--- config.mk ---
export PLATFORM = sky130hd
export DESIGN_NAME = bus_demux_responder
export DESIGN_NICKNAME = d
export VERILOG_FILES = /design/src/rtl/bus_demux_responder.sv
export SDC_FILE = /design/constraint.sdc
export NUM_CORES = 1
export LEC_CHECK = 0
export CORE_MARGIN = 8
export CORE_UTILIZATION = 56
export DETAILED_ROUTE_END_ITERATION = 6
export DONT_BUFFER_PORTS = 1
export GPL_TIMING_DRIVEN = 0
export PLACE_DENSITY_LB_ADDON = 0.3
export SYNTH_ARGS = -nofsm -noshare
export SYNTH_HDL_FRONTEND = slang
export SYNTH_SLANG_ARGS = --single-unit
--- constraint.sdc ---
create_clock -name clk -period 3.58 [get_ports clk]
set_input_delay 0.716 -clock clk [delete_from_list [all_inputs] [get_ports clk]]
set_output_delay 0.716 -clock clk [all_outputs]
set_load 0.05 [all_outputs]
--- src/rtl/bus_demux_responder.sv ---
// Rebuilds a 16-bit address from the CPU's multiplexed byte bus and runs one req/ack memory transaction per address.
// Latency: phase-low sample -> mem_req 1 cycle, read ack -> bus_db_oe 1 cycle; no backpressure, high bytes arriving mid-transaction are dropped and flagged.
module bus_demux_responder #(
    parameter int unsigned TIMEOUT  = 16,
    parameter logic [7:0]  OPEN_BUS = 8'hFF
) (
    input  logic        clk,
    input  logic        rst,
    input  logic [7:0]  bus_ab,
    input  logic        bus_phase,
    input  logic        bus_rw,
    input  logic [7:0]  bus_db_in,
    output logic [7:0]  bus_db_out,
    output logic        bus_db_oe,
    output logic [15:0] mem_addr,
    output logic        mem_we,
    output logic [7:0]  mem_wdata,
    output logic        mem_req,
    input  logic [7:0]  mem_rdata,
    input  logic        mem_ack,
    output logic        err_timeout,
    output logic        err_overrun
);

    localparam int CW = $clog2(TIMEOUT + 1);

    typedef enum logic [1:0] {IDLE, HI, REQ, DRIVE} state_t;

    state_t        state;
    logic [7:0]    addr_hi;
    logic [CW-1:0] req_cnt;

    always_ff @(posedge clk) begin
        if (rst) begin
            state       <= IDLE;
            addr_hi     <= '0;
            req_cnt     <= '0;
            bus_db_out  <= '0;
            bus_db_oe   <= 1'b0;
            mem_addr    <= '0;
            mem_we      <= 1'b0;
            mem_wdata   <= '0;
            mem_req     <= 1'b0;
            err_timeout <= 1'b0;
            err_overrun <= 1'b0;
        end else begin
            case (state)
                IDLE: begin
                    if (bus_phase) begin
                        addr_hi <= bus_ab;
                        state   <= HI;
                    end
                end
                HI: begin
                    if (bus_phase) begin
                        addr_hi <= bus_ab;
                    end else begin
                        mem_addr  <= {addr_hi, bus_ab};
                        mem_we    <= ~bus_rw;
                        mem_wdata <= bus_db_in;
                        mem_req   <= 1'b1;
                        req_cnt   <= CW'(1);
                        state     <= REQ;
                    end
                end
                REQ: begin
                    if (bus_phase)
                        err_overrun <= 1'b1;
                    // An ack on the final allowed cycle still counts as a completion.
                    if (mem_ack || req_cnt == CW'(TIMEOUT)) begin
                        mem_req <= 1'b0;
                        if (!mem_ack)
                            err_timeout <= 1'b1;
                        if (!mem_we) begin
                            bus_db_out <= mem_ack ? mem_rdata : OPEN_BUS;
                            bus_db_oe  <= 1'b1;
                            state      <= DRIVE;
                        end else begin
                            state <= IDLE;
                        end
                    end else begin
                        req_cnt <= req_cnt + 1'b1;
                    end
                end
                DRIVE: begin
                    if (bus_phase) begin
                        bus_db_oe <= 1'b0;
                        addr_hi   <= bus_ab;
                        state     <= HI;
                    end
                end
                default: state <= IDLE;
            endcase
        end
    end

endmodule

* Yosys cells after proc, flatten, opt, wreduce, memory -nomap -nowiden *
Index checks and enable logic that the tools add are counted.

cells by class
  add/subtract/negate cells = 1
  eq/ne operators = 10
  reduce and logical (&&, ||, !) cells = 15
  bitwise operators = 4
  mux-type cells = 16

operator list
  kind                 count
  $reduce_and 3->1     5
  $mux 5               2
  $ne 2x2->1 const B   5
  $pmux 5 s2           1
  $mux 2               4
  $mux 8               1
  $pmux 2 s3           1
  $reduce_and 2->1     3
  $add 5x1->5 const B  1
  $eq 5x5->1 const B   1
  $mux 1               5
  $eq 2x2->1 const B   2
  $not 1->1            4
  $pmux 1 s2           2
  $reduce_and 4->1     1
  $reduce_bool 2->1    2
  $reduce_or 3->1      1
  $eq 2x1->1 const B   1
  $logic_not 2->1      1
  $ne 2x1->1 const B   1
  $reduce_or 2->1      1
  $logic_or 1x1->1     1

word-level totals
  flip-flop bits (word level) = 52
  bits of input ports = 29
  output and inout bits = 37
  word-level logic and storage cells = 57

* Logic depth before layout (Yosys ltp) *
Gate-level depths: netlist of run 1.

  word-level depth = 4
  mapped depth = 7
  mapped depth without buffers = 6

* Worst setup path before layout of run 1 *
No wires, ideal clock.

  path type = input port to flip-flop
  from = input port mem_ack
  to = register state[0]
  arrival time = 1.746 ns
  buffers on the path = 1
  library setup time = 0.070 ns
  stages = 5
  setup slack = 1.764 ns
  data required time = 3.510 ns
  cells stage by stage = and2b_4 and2_4 buf_6 or4_1 a21oi_1

on the way
  longest elaborated chain between the ends = 3

ends and longest elaborated chain
  element                            line  text
  start: declaration                 20    input logic mem_ack,
  $logic_or 1x1->1                   70    if (mem_ack || req_cnt == CW'(TIMEOUT)) begin
  $ne 2x2->1 (no source line)        n/a
  $reduce_and 3->1 (no source line)  n/a
  end signal: assignment             77    state <= DRIVE;
  end signal: assignment             79    state <= IDLE;
  end signal: assignment             89    state <= HI;
  end: declaration                   29    state_t state;

No other way between the ends.
A chain may end at the register's enable or synchronous reset.

* Final worst setup path of run 1 *
  from = register state[0]
  to = register state[0]

on the way
  longest elaborated chain between the ends = 4
  elaborated cells between the ends (all ways) = 10
  classes of those cells = eq/ne: 6; mux: 1; reduce/logical: 3

ends and longest elaborated chain
  element                                               line  text
  start signal: assignment                              35    state <= IDLE;
  start signal: assignment                              51    state <= HI;
  start signal: assignment                              63    state <= REQ;
  $eq 2x2->1 / $logic_not 2->1 (equally long branches)  47    case (state)
  $reduce_or 2->1 (no source line)                      n/a
  $ne 2x1->1 (no source line)                           n/a
  $reduce_and 3->1 (no source line)                     n/a

Parallel ways exist; a longest one is shown, timed or not.

==> results.sh, run 1 <==
export IMPL_cts_sinks=52
export IMPL_p_sw_frac=0.412
export IMPL_maxCapViolCount=0
export IMPL_cts_htree_levels=2
export IMPL_fmax_ghz=0.521
export IMPL_cp_num_cells=7
export IMPL_power_switching_uw=618
export IMPL_rsz0062_at_grt="false"
export IMPL_cp_num_buf_inv=2
export IMPL_cts_resized=0
export IMPL_grt_max_degree=17
export IMPL_ys_top_cells_by_count="nand2_1, dfxtp_1, a21oi_1, nor2_1, clkbuf_1"
export IMPL_p_int_uw=883
export IMPL_place_inst=291
export IMPL_synth_distinct_cells=33
export IMPL_grt_pass1_wl_mm=7.53
export IMPL_final_util=0.602
export IMPL_cp_required_ns=3.88
export IMPL_synth_top_area_frac=0.511
export IMPL_arrival_ns=2.22
export IMPL_io_pins=66
export IMPL_cts_buffers=5
export IMPL_crit_family="simple AND/OR/NAND/NOR gates"
export IMPL_post_cts_buffers=0
export IMPL_wl_mm=4.48
export IMPL_fp_dieH_um=76.3
export IMPL_slew_headroom=0.601
export IMPL_synth_edf_count=0
export IMPL_postPlaceCellArea_mm2=0.00210
export IMPL_rows=22
export IMPL_synthTopCellsByArea="dfxtp_1, nand2_1, a21oi_1"
export IMPL_dp_hpwl_mm=3.31
export IMPL_power_density_mw_per_mm2=697
export IMPL_die_width_um=76.3
export IMPL_clk_pin_slew_ns=0.14
export IMPL_yosysTopAreaCell="dfxtp_1"
export IMPL_core_mm2=0.00358
export IMPL_antenna_cells=0
export IMPL_final_antenna_net_count=0
export IMPL_nets=284
export IMPL_wl_per_cell_um=15.0
export IMPL_yosysWarnings=0
export IMPL_start_util=0.570
export IMPL_clk_latency_ns=0.36
export IMPL_grt_usage=0.155
export IMPL_critPathMaxStageDelay_ns=0.49
export IMPL_final_hold_violation_count=0
export IMPL_vias_per_cell=5.33
export IMPL_crit_type="reg2reg"
export IMPL_antenna_found_initial=0
export IMPL_synth_net_count=277
export IMPL_vias=1594
export IMPL_hold_class="in2reg"
export IMPL_run_status="completed"
export IMPL_max_slew_worst_pin_slew_ns=0.598
export IMPL_clk_path_buf_depth=2
export IMPL_clock_tree_root_cell="clkbuf_4"
export IMPL_power_share_clock=0.172
export IMPL_tritoncts="built"
export IMPL_yosysSeqAreaShare=0.511
export IMPL_finalSetupViolCount=0
export IMPL_syn_avg_cell_area_um2=8.39
export IMPL_grt_pass1_vias=1527
export IMPL_die_area_mm2=0.00583
export IMPL_fin_worst_skew_ns=0.0118
export IMPL_syn_to_final_growth_pct=5.65
export IMPL_place_congestion=0.827
export IMPL_grt_overflow=0
export IMPL_endpoint_kind="flip-flop"
export IMPL_power_frac_seq=0.601
export IMPL_fin_crit_ns=1.92
export IMPL_peakVddDrop_v=0.000447
export IMPL_ys_dominant_reg_cell="dfxtp_1"
export IMPL_path_max_fanout=9
export IMPL_stdcell_count=299
export IMPL_first_pass_iters=4
export IMPL_design_area_mm2=0.00215
export IMPL_drc_errors=0
export IMPL_ys_async_sr_fraction=0
export IMPL_cp_slowest_cell="or4_1"
export IMPL_p_leak_nw=0.769
export IMPL_synth_cells=243
export IMPL_min_path_cells=1
export IMPL_numPortBuffers=0
export IMPL_synth_seq_cells=52
export IMPL_ctsHoldBuffers=0
export IMPL_synth_cell_area_mm2=0.00204
export IMPL_power_frac_comb=0.227
export IMPL_drt_iter0_markers=85
export IMPL_path_cells="inv_1 -> ha_1 -> and2b_4 -> and2_4 -> buf_6 -> or4_1 -> a21oi_1"
export IMPL_period_share=0.536
export IMPL_critPathLaunchType="flip-flop"
export IMPL_tns_ns=0
export IMPL_drive_gt1_frac=0.0558
export IMPL_worst_r2r_cell_count=7
export IMPL_yosysMostFrequentCell="nand2_1"
export IMPL_finalMaxSlewViolations=0
## metal layers
layer,track usage,routed length [um],vias up
met5,0,0,-
met4,0.0577,55,0
met3,0.0578,342,7
met2,0.257,2180,31
met1,0.176,1900,733
li1,-,-,823
## logic make-up (layout without fill, tap and decap cells)
logic type	after synthesis	in the layout	share of synthesized area
and+or+nand+nor	111	111	0.244
AOI/OAI and AO/OA	46	46	0.132
buffers and inverters	21	29	0.0436
muxes	8	8	0.0393
adders and majority gates	5	5	0.0307
DFF	52	52	0.511
## flip-flops by register name, indices dropped and copies added (netlist names), 2 cells and up
name / flops
req_cnt: 5
mem_addr: 16
bus_db_out: 8
state: 2
mem_wdata: 8
addr_hi: 8
## layout make-up
| cell class | instances | area, um^2 |
|---|---|---|
| Tap cell | 48 | 60.1 |
| Inverter | 6 | 22.5 |
| Sequential cell | 52 | 1040 |
| Buffer | 15 | 66.3 |
| Fill cell | 344 | 1430 |
| Multi-Input combinational cell | 170 | 908 |
| Clock inverter | 2 | 13.8 |
| Clock buffer | 6 | 41.3 |
## worst paths after layout
path / endpoint / from / slack, ns
worst min register to register: mem_addr[10]$_SDFFE_PP0P_ / addr_hi[2]$_SDFFE_PP0P_ / 0.46
worst max register to register: state[0]$_SDFFE_PP0P_ / state[0]$_SDFFE_PP0P_ / 1.66
worst max-delay path: state[0]$_SDFFE_PP0P_ / state[0]$_SDFFE_PP0P_ / 1.66
worst min-delay path: mem_we$_SDFFE_PP0P_ / bus_rw / 0.43
## through the flow
stage | hold slack, ns | power (mW) | setup WS [ns]
after floorplan | 0.431 | 1.18 | 1.76
after global placement | 0.440 | 1.25 | 1.48
after detailed placement | 0.445 | 1.26 | 1.47
after CTS | 0.420 | 1.51 | 1.65
after global routing | 0.424 | 1.59 | 1.43
final | 0.434 | 1.50 | 1.66
## placed cells by master, fill, tap and decap left out, drive strengths merged
| cell type | count |
|---|---|
| o31ai | 2 |
| o21ai | 5 |
| and2b | 2 |
| nor2b | 5 |
| buf | 5 |
| clkbuf | 16 |
| nand4bb | 1 |
| or2b | 1 |
| mux2i | 8 |
| a311oi | 2 |
| o31a | 1 |
| nand2 | 53 |
| nor3 | 9 |
| o21a | 1 |
| and2 | 2 |
| nand2b | 2 |
| nor2 | 29 |
| nor4 | 1 |
| dfxtp | 52 |
| ha | 5 |
| o21bai | 1 |
| inv | 7 |
| and4bb | 1 |
| nand3 | 3 |
| a21oi | 29 |
| clkinv | 1 |
| nor3b | 1 |
| a211oi | 2 |
| or4 | 1 |
| o41ai | 3 |
## power by group through the flow
stage	clock, mW	sequential (mW)	combinational (mW)
floorplan	0	0.897	0.283
global placement	0	0.916	0.333
detailed placement	0	0.918	0.341
CTS	0.263	0.904	0.343
global route	0.286	0.913	0.390
finish	0.258	0.902	0.341
Note: power is estimated with default switching activity, not from simulation.
==> run 2, diff against run 1 <==
--- a/config.mk
+++ b/config.mk
@@ -6,7 +6,7 @@
 export NUM_CORES = 1
 export LEC_CHECK = 0
 export CORE_MARGIN = 8
-export CORE_UTILIZATION = 56
+export CORE_UTILIZATION = 55
 export DETAILED_ROUTE_END_ITERATION = 6
 export DONT_BUFFER_PORTS = 1
 export GPL_TIMING_DRIVEN = 0
==> constraint.sdc (replaced) <==
create_clock -name clk -period 1.7 [get_ports clk]
set_input_delay 0.34 -clock clk [delete_from_list [all_inputs] [get_ports clk]]
set_output_delay 0.34 -clock clk [all_outputs]
set_load 0.05 [all_outputs]
==> results.sh, run 2 (synthesis gave the netlist of run 1 again) <==
export IMPL_vias_per_cell=5.43
export IMPL_grt_pass1_wl_mm=7.96
export IMPL_grt_overflow=0
export IMPL_largest_register="mem_addr"
export IMPL_hold_class="in2reg"
export IMPL_fin_worst_skew_ns=0.00718
export IMPL_cp_slowest_cell="or4_1"
export IMPL_clock_tree_root_cell="clkbuf_8"
export IMPL_fin_crit_ns=1.64
export IMPL_min_path_cells=1
export IMPL_rows=22
export IMPL_grt_pass1_vias=1613
export IMPL_dp_hpwl_mm=3.48
export IMPL_fmax_ghz=0.609
export IMPL_hold_path_startpoint="bus_rw"
export IMPL_ctsHoldBuffers=0
export IMPL_arrival_ns=1.87
export IMPL_first_pass_iters=4
export IMPL_grt_usage=0.162
export IMPL_max_slew_worst_pin_slew_ns=0.666
export IMPL_clk_path_buf_depth=2
export IMPL_multi_input_area_um2=945
export IMPL_largest_reg_flops=16
export IMPL_hold_slack_ns=0.137
export IMPL_antenna_cells=0
export IMPL_path_cells="inv_2 -> ha_4 -> buf_4 -> nor2b_4 -> nor2_1 -> or4_1 -> a21oi_1"
export IMPL_wl_per_cell_um=15.9
export IMPL_drc_errors=0
export IMPL_crit_type="reg2reg"
export IMPL_die_width_um=76.9
export IMPL_antenna_found_initial=0
export IMPL_drt_iter0_markers=105
export IMPL_rrSetupSlack_ns=0.06
export IMPL_wl_mm=4.84
export IMPL_numPortBuffers=0
export IMPL_vias=1655
export IMPL_run_status="completed"
export IMPL_worstHoldEndpoint="mem_we$_SDFFE_PP0P_"
export IMPL_path_max_fanout=5
export IMPL_nets=290
export IMPL_cts_buffers=5
export IMPL_p_leak_nw=0.841
export IMPL_drive_gt1_frac=0.140
export IMPL_finalMaxSlewViolations=0
export IMPL_place_congestion=0.822
export IMPL_place_inst=291
export IMPL_endpoint_kind="flip-flop"
export IMPL_final_antenna_net_count=0
export IMPL_finalSetupViolCount=0
export IMPL_final_hold_violation_count=0
export IMPL_power_density_mw_per_mm2=1530
export IMPL_slew_headroom=0.555
export IMPL_fp_dieH_um=76.9
export IMPL_cp_required_ns=1.92
export IMPL_critPathMaxStageDelay_ns=0.50
export IMPL_clk_latency_ns=0.30
export IMPL_core_mm2=0.00361
export IMPL_tritoncts="built"
export IMPL_worst_r2r_cell_count=7
export IMPL_io_pins=66
export IMPL_crit_reg2reg_capture="state[0]$_SDFFE_PP0P_"
export IMPL_ff_latch_area_mm2=0.00105
export IMPL_n_fill_cell=311
export IMPL_stdcell_count=305
export IMPL_final_common_cell="nand2_1"
export IMPL_clk_pin_slew_ns=0.09
export IMPL_critPathLaunchType="flip-flop"
export IMPL_grt_max_degree=16
export IMPL_maxCapViolCount=0
export IMPL_most_common_layout_cells="nand2_1, dfxtp_1, a21oi_1, nor2_1, buf_4"
export IMPL_peakVddDrop_v=0.000663
export IMPL_cts_htree_levels=2
export IMPL_timing_rr_start="state[0]$_SDFFE_PP0P_"
export IMPL_start_util=0.565
export IMPL_die_area_mm2=0.00591
export IMPL_period_share=0.966
export IMPL_syn_to_final_growth_pct=12.6
export IMPL_cts_sinks=52
## run 2: changes by cell type in the layout (fill, tap and decap cells not counted), sizes merged
cell / delta
buf: +9
clkbuf: -2
clkinv: -1
clkinvlp: +1
inv: -1
## run 2: worst max-delay path by stage
stage,slack [ns],start,to,cells past startpoint
3_5_place_dp,-0.17,state[1]$_SDFFE_PP0P_,mem_addr[2]$_SDFFE_PP0P_,7
6_report,0.06,state[0]$_SDFFE_PP0P_,state[0]$_SDFFE_PP0P_,7
4_1_cts,0.003,state[0]$_SDFFE_PP0P_,req_cnt[2]$_SDFFE_PP0P_,6
2_1_floorplan,0.02,state[0]$_SDFFE_PP0P_,state[0]$_SDFFE_PP0P_,7
3_3_place_gp,-0.08,state[1]$_SDFFE_PP0P_,mem_addr[9]$_SDFFE_PP0P_,7
5_1_grt,-0.004,state[0]$_SDFFE_PP0P_,req_cnt[2]$_SDFFE_PP0P_,6
## run 2: timing repair
item / CTS / global route
setup buffers: 6 / 1
resized for setup: 10 / 13
endpoints found under the setup margin: 23 / 26
pin swaps: 2 / 1
hold endpoints to repair: 0 / 0
## run 2: layer usage
metal  global-route usage  wire length [um]  up-vias
met5                    0                 0        -
met1                0.180              1970      777
met2                0.273              2470       33
met4               0.0712                65        0
li1                     -                 -      838
met3               0.0571               337        7
## run 2: per-stage QoR
step	total power, mW	setup TNS, ns	utilization	setup WS [ns]	instance area (um^2)
2_1_floorplan	2.49	0	-	0.0239	2040
3_3_place_gp	2.64	-1.58	0.583	-0.0790	2100
5_1_grt	3.70	-0.00388	0.637	-0.00388	2300
6_report	3.50	0	0.637	0.0584	2300
3_5_place_dp	2.68	-3.43	0.583	-0.174	2100
4_1_cts	3.49	0	0.627	0.00346	2260
## run 2: power breakdown
part | switching [mW] | internal, mW | total (mW)
logic | 0.468 | 0.413 | 0.881
registers | 0.515 | 1.39 | 1.91
clock network | 0.385 | 0.331 | 0.717
## run 2: cell type report
class,instances,area share
flip-flops and latches,52,0.456
multi-input cells,170,0.411
clock buffers,7,0.0376
plain buffers,14,0.0332
well taps,48,0.0262
repair buffers,7,0.0229
inverters,6,0.00981
clock inverters,1,0.00327
## run 2: worst max-delay path, delay by kind of cell, from the launching register on
kind / cells / cell delay (ns)
AO/OA/AOI/OAI: 1 / 0.16
adder cells (fa/ha/maj): 1 / 0.14
buffers and inverters: 2 / 0.20
flip-flops: 1 / 0.34
AND/OR/NAND/NOR: 3 / 0.73
==> run 3, diff against run 2 <==
--- a/config.mk
+++ b/config.mk
@@ -6,11 +6,13 @@
 export NUM_CORES = 1
 export LEC_CHECK = 0
 export CORE_MARGIN = 8
-export CORE_UTILIZATION = 55
+export CORE_UTILIZATION = 56
+export CTS_BUF_LIST = sky130_fd_sc_hd__clkbuf_2 sky130_fd_sc_hd__clkbuf_4 sky130_fd_sc_hd__clkbuf_8
 export DETAILED_ROUTE_END_ITERATION = 6
 export DONT_BUFFER_PORTS = 1
 export GPL_TIMING_DRIVEN = 0
 export PLACE_DENSITY_LB_ADDON = 0.3
+export SLEW_MARGIN = 10
 export SYNTH_ARGS = -nofsm -noshare
 export SYNTH_HDL_FRONTEND = slang
 export SYNTH_SLANG_ARGS = --single-unit
==> results.sh, run 3 (synthesis gave the netlist of run 1 again) <==
export IMPL_run_status="completed"
export IMPL_final_hold_violation_count=0
export IMPL_die_area_mm2=0.00583
export IMPL_clock_tree_root_cell="clkbuf_4"
export IMPL_place_inst=291
export IMPL_wl_mm=4.79
export IMPL_grt_overflow=0
export IMPL_vias=1649
export IMPL_fin_worst_skew_ns=0.0114
export IMPL_critPathMaxStageDelay_ns=0.51
export IMPL_path_cells="inv_1 -> ha_1 -> nand4bb_1 -> and2_4 -> or4_4 -> a21oi_2"
export IMPL_cp_startpoint="req_cnt[1]$_SDFFE_PP0P_"
export IMPL_tritoncts="built"
export IMPL_cp_required_ns=2.01
export IMPL_crit_family="simple AND/OR/NAND/NOR gates"
export IMPL_peakVddDrop_v=0.000825
export IMPL_n_fill_cell=320
export IMPL_clk_latency_ns=0.37
export IMPL_finalSetupViolCount=0
export IMPL_postPlaceCellArea_mm2=0.00210
export IMPL_drc_errors=0
export IMPL_path_max_fanout=9
export IMPL_power_density_mw_per_mm2=1500
export IMPL_place_congestion=0.835
export IMPL_max_slew_worst_pin_slew_ns=0.620
export IMPL_worst_r2r_cell_count=6
export IMPL_endpoint_kind="flip-flop"
export IMPL_crit_reg2reg_capture="state[0]$_SDFFE_PP0P_"
export IMPL_ctsHoldBuffers=0
export IMPL_io_pins=66
export IMPL_grt_pass1_wl_mm=7.87
export IMPL_antenna_cells=0
export IMPL_grt_pass1_vias=1624
export IMPL_rrSetupSlack_ns=0.07
export IMPL_drt_iter0_markers=121
export IMPL_final_common_cell="nand2_1"
export IMPL_finalMaxSlewViolations=0
export IMPL_first_pass_iters=4
export IMPL_core_mm2=0.00358
export IMPL_slew_headroom=0.586
export IMPL_largest_reg_flops=16
export IMPL_maxCapViolCount=0
export IMPL_clk_path_buf_depth=2
export IMPL_drive_gt1_frac=0.148
export IMPL_period_share=0.960
export IMPL_endpoint="state[0]$_SDFFE_PP0P_"
export IMPL_fp_dieH_um=76.3
export IMPL_p_leak_nw=0.832
export IMPL_stdcell_count=305
export IMPL_fin_crit_ns=1.63
export IMPL_cts_htree_levels=2
export IMPL_p_total_mw=3.41
export IMPL_timing_rr_start="req_cnt[1]$_SDFFE_PP0P_"
export IMPL_critPathLaunchType="flip-flop"
export IMPL_numPortBuffers=0
export IMPL_arrival_ns=1.94
export IMPL_antenna_found_initial=0
export IMPL_rows=22
export IMPL_cts_sinks=52
export IMPL_crit_type="reg2reg"
export IMPL_grt_usage=0.162
export IMPL_largest_register="mem_addr"
export IMPL_die_width_um=76.3
export IMPL_start_util=0.570
export IMPL_design_area_mm2=0.00228
export IMPL_wl_per_cell_um=15.7
export IMPL_tns_ns=0
export IMPL_most_common_layout_cells="nand2_1, dfxtp_1, nor2_1"
export IMPL_cp_num_cells=6
export IMPL_nets=290
export IMPL_cp_slowest_cell="or4_4"
export IMPL_cp_num_buf_inv=1
export IMPL_grt_max_degree=17
export IMPL_dp_hpwl_mm=3.41
export IMPL_cts_buffers=5
export IMPL_fmax_ghz=0.613
export IMPL_hold_path_startpoint="bus_rw"
export IMPL_setup_slack_ns=0.0688
export IMPL_syn_to_final_growth_pct=11.8
export IMPL_vias_per_cell=5.41
export IMPL_pre_cts_slack_ns=-0.203
export IMPL_hold_class="in2reg"
export IMPL_clk_pin_slew_ns=0.15
export IMPL_final_antenna_net_count=0
-- run 3: changes by cell type in the layout (fill, tap and decap cells not counted), sizes merged --
cell | before | now
buf | 14 | 12
clkbuf | 14 | 15
clkinv | 0 | 1
clkinvlp | 1 | 0
inv | 6 | 7
-- run 3: worst register-to-register path, delay by kind of cell, from the launching register on --
kind / cells / cell delay [ns]
simple gates: 3 / 0.86
compound gates: 1 / 0.13
buf+inv: 1 / 0.05
fa+ha+maj: 1 / 0.16
flops: 1 / 0.37
-- run 3: timing repair --
item | 4_1_cts | 5_1_grt
buffers inserted | 6 | 2
pin swaps | 0 | 2
setup endpoints to repair | 24 | 31
gates resized for setup | 12 | 12
-- run 3: per-layer routing --
metal	wire length, um	global-route usage
met1	1950	0.176
met2	2470	0.283
met3	308	0.0554
met4	62	0.0635
met5	0	0
-- run 3: metrics by stage --
stage | hold slack (ns) | utilization
final | 0.0555 | 0.637
after floorplan | 0.431 | -
after CTS | 0.0387 | 0.627
after detailed placement | 0.445 | 0.587
after global placement | 0.439 | 0.587
after global routing | 0.0544 | 0.637
-- run 3: worst min path at each step --
stage                                end  cells after the start
3_3_place_gp         mem_we$_SDFFE_PP0P_                      1
6_report             mem_we$_SDFFE_PP0P_                      1
2_1_floorplan  mem_addr[10]$_SDFFE_PP0P_                      2
5_1_grt              mem_we$_SDFFE_PP0P_                      1
4_1_cts              mem_we$_SDFFE_PP0P_                      1
3_5_place_dp         mem_we$_SDFFE_PP0P_                      1
-- run 3: layout make-up --
class,instances,area (um^2),area share
plain buffers,13,70.1,0.0308
clock buffers,6,51.3,0.0225
clock inverters,2,13.8,0.00604
inverters,6,22.5,0.00988
multi-input cells,170,956,0.420
flip-flops and latches,52,1040,0.459
well taps,48,60.1,0.0264
repair buffers,8,60.1,0.0264
-- run 3: power by group --
part           total (mW)  internal, mW  switching, mW  leakage (nW)
logic               0.917         0.438          0.479         0.369
registers            1.90          1.39          0.506         0.424
clock network       0.598         0.206          0.392        0.0386
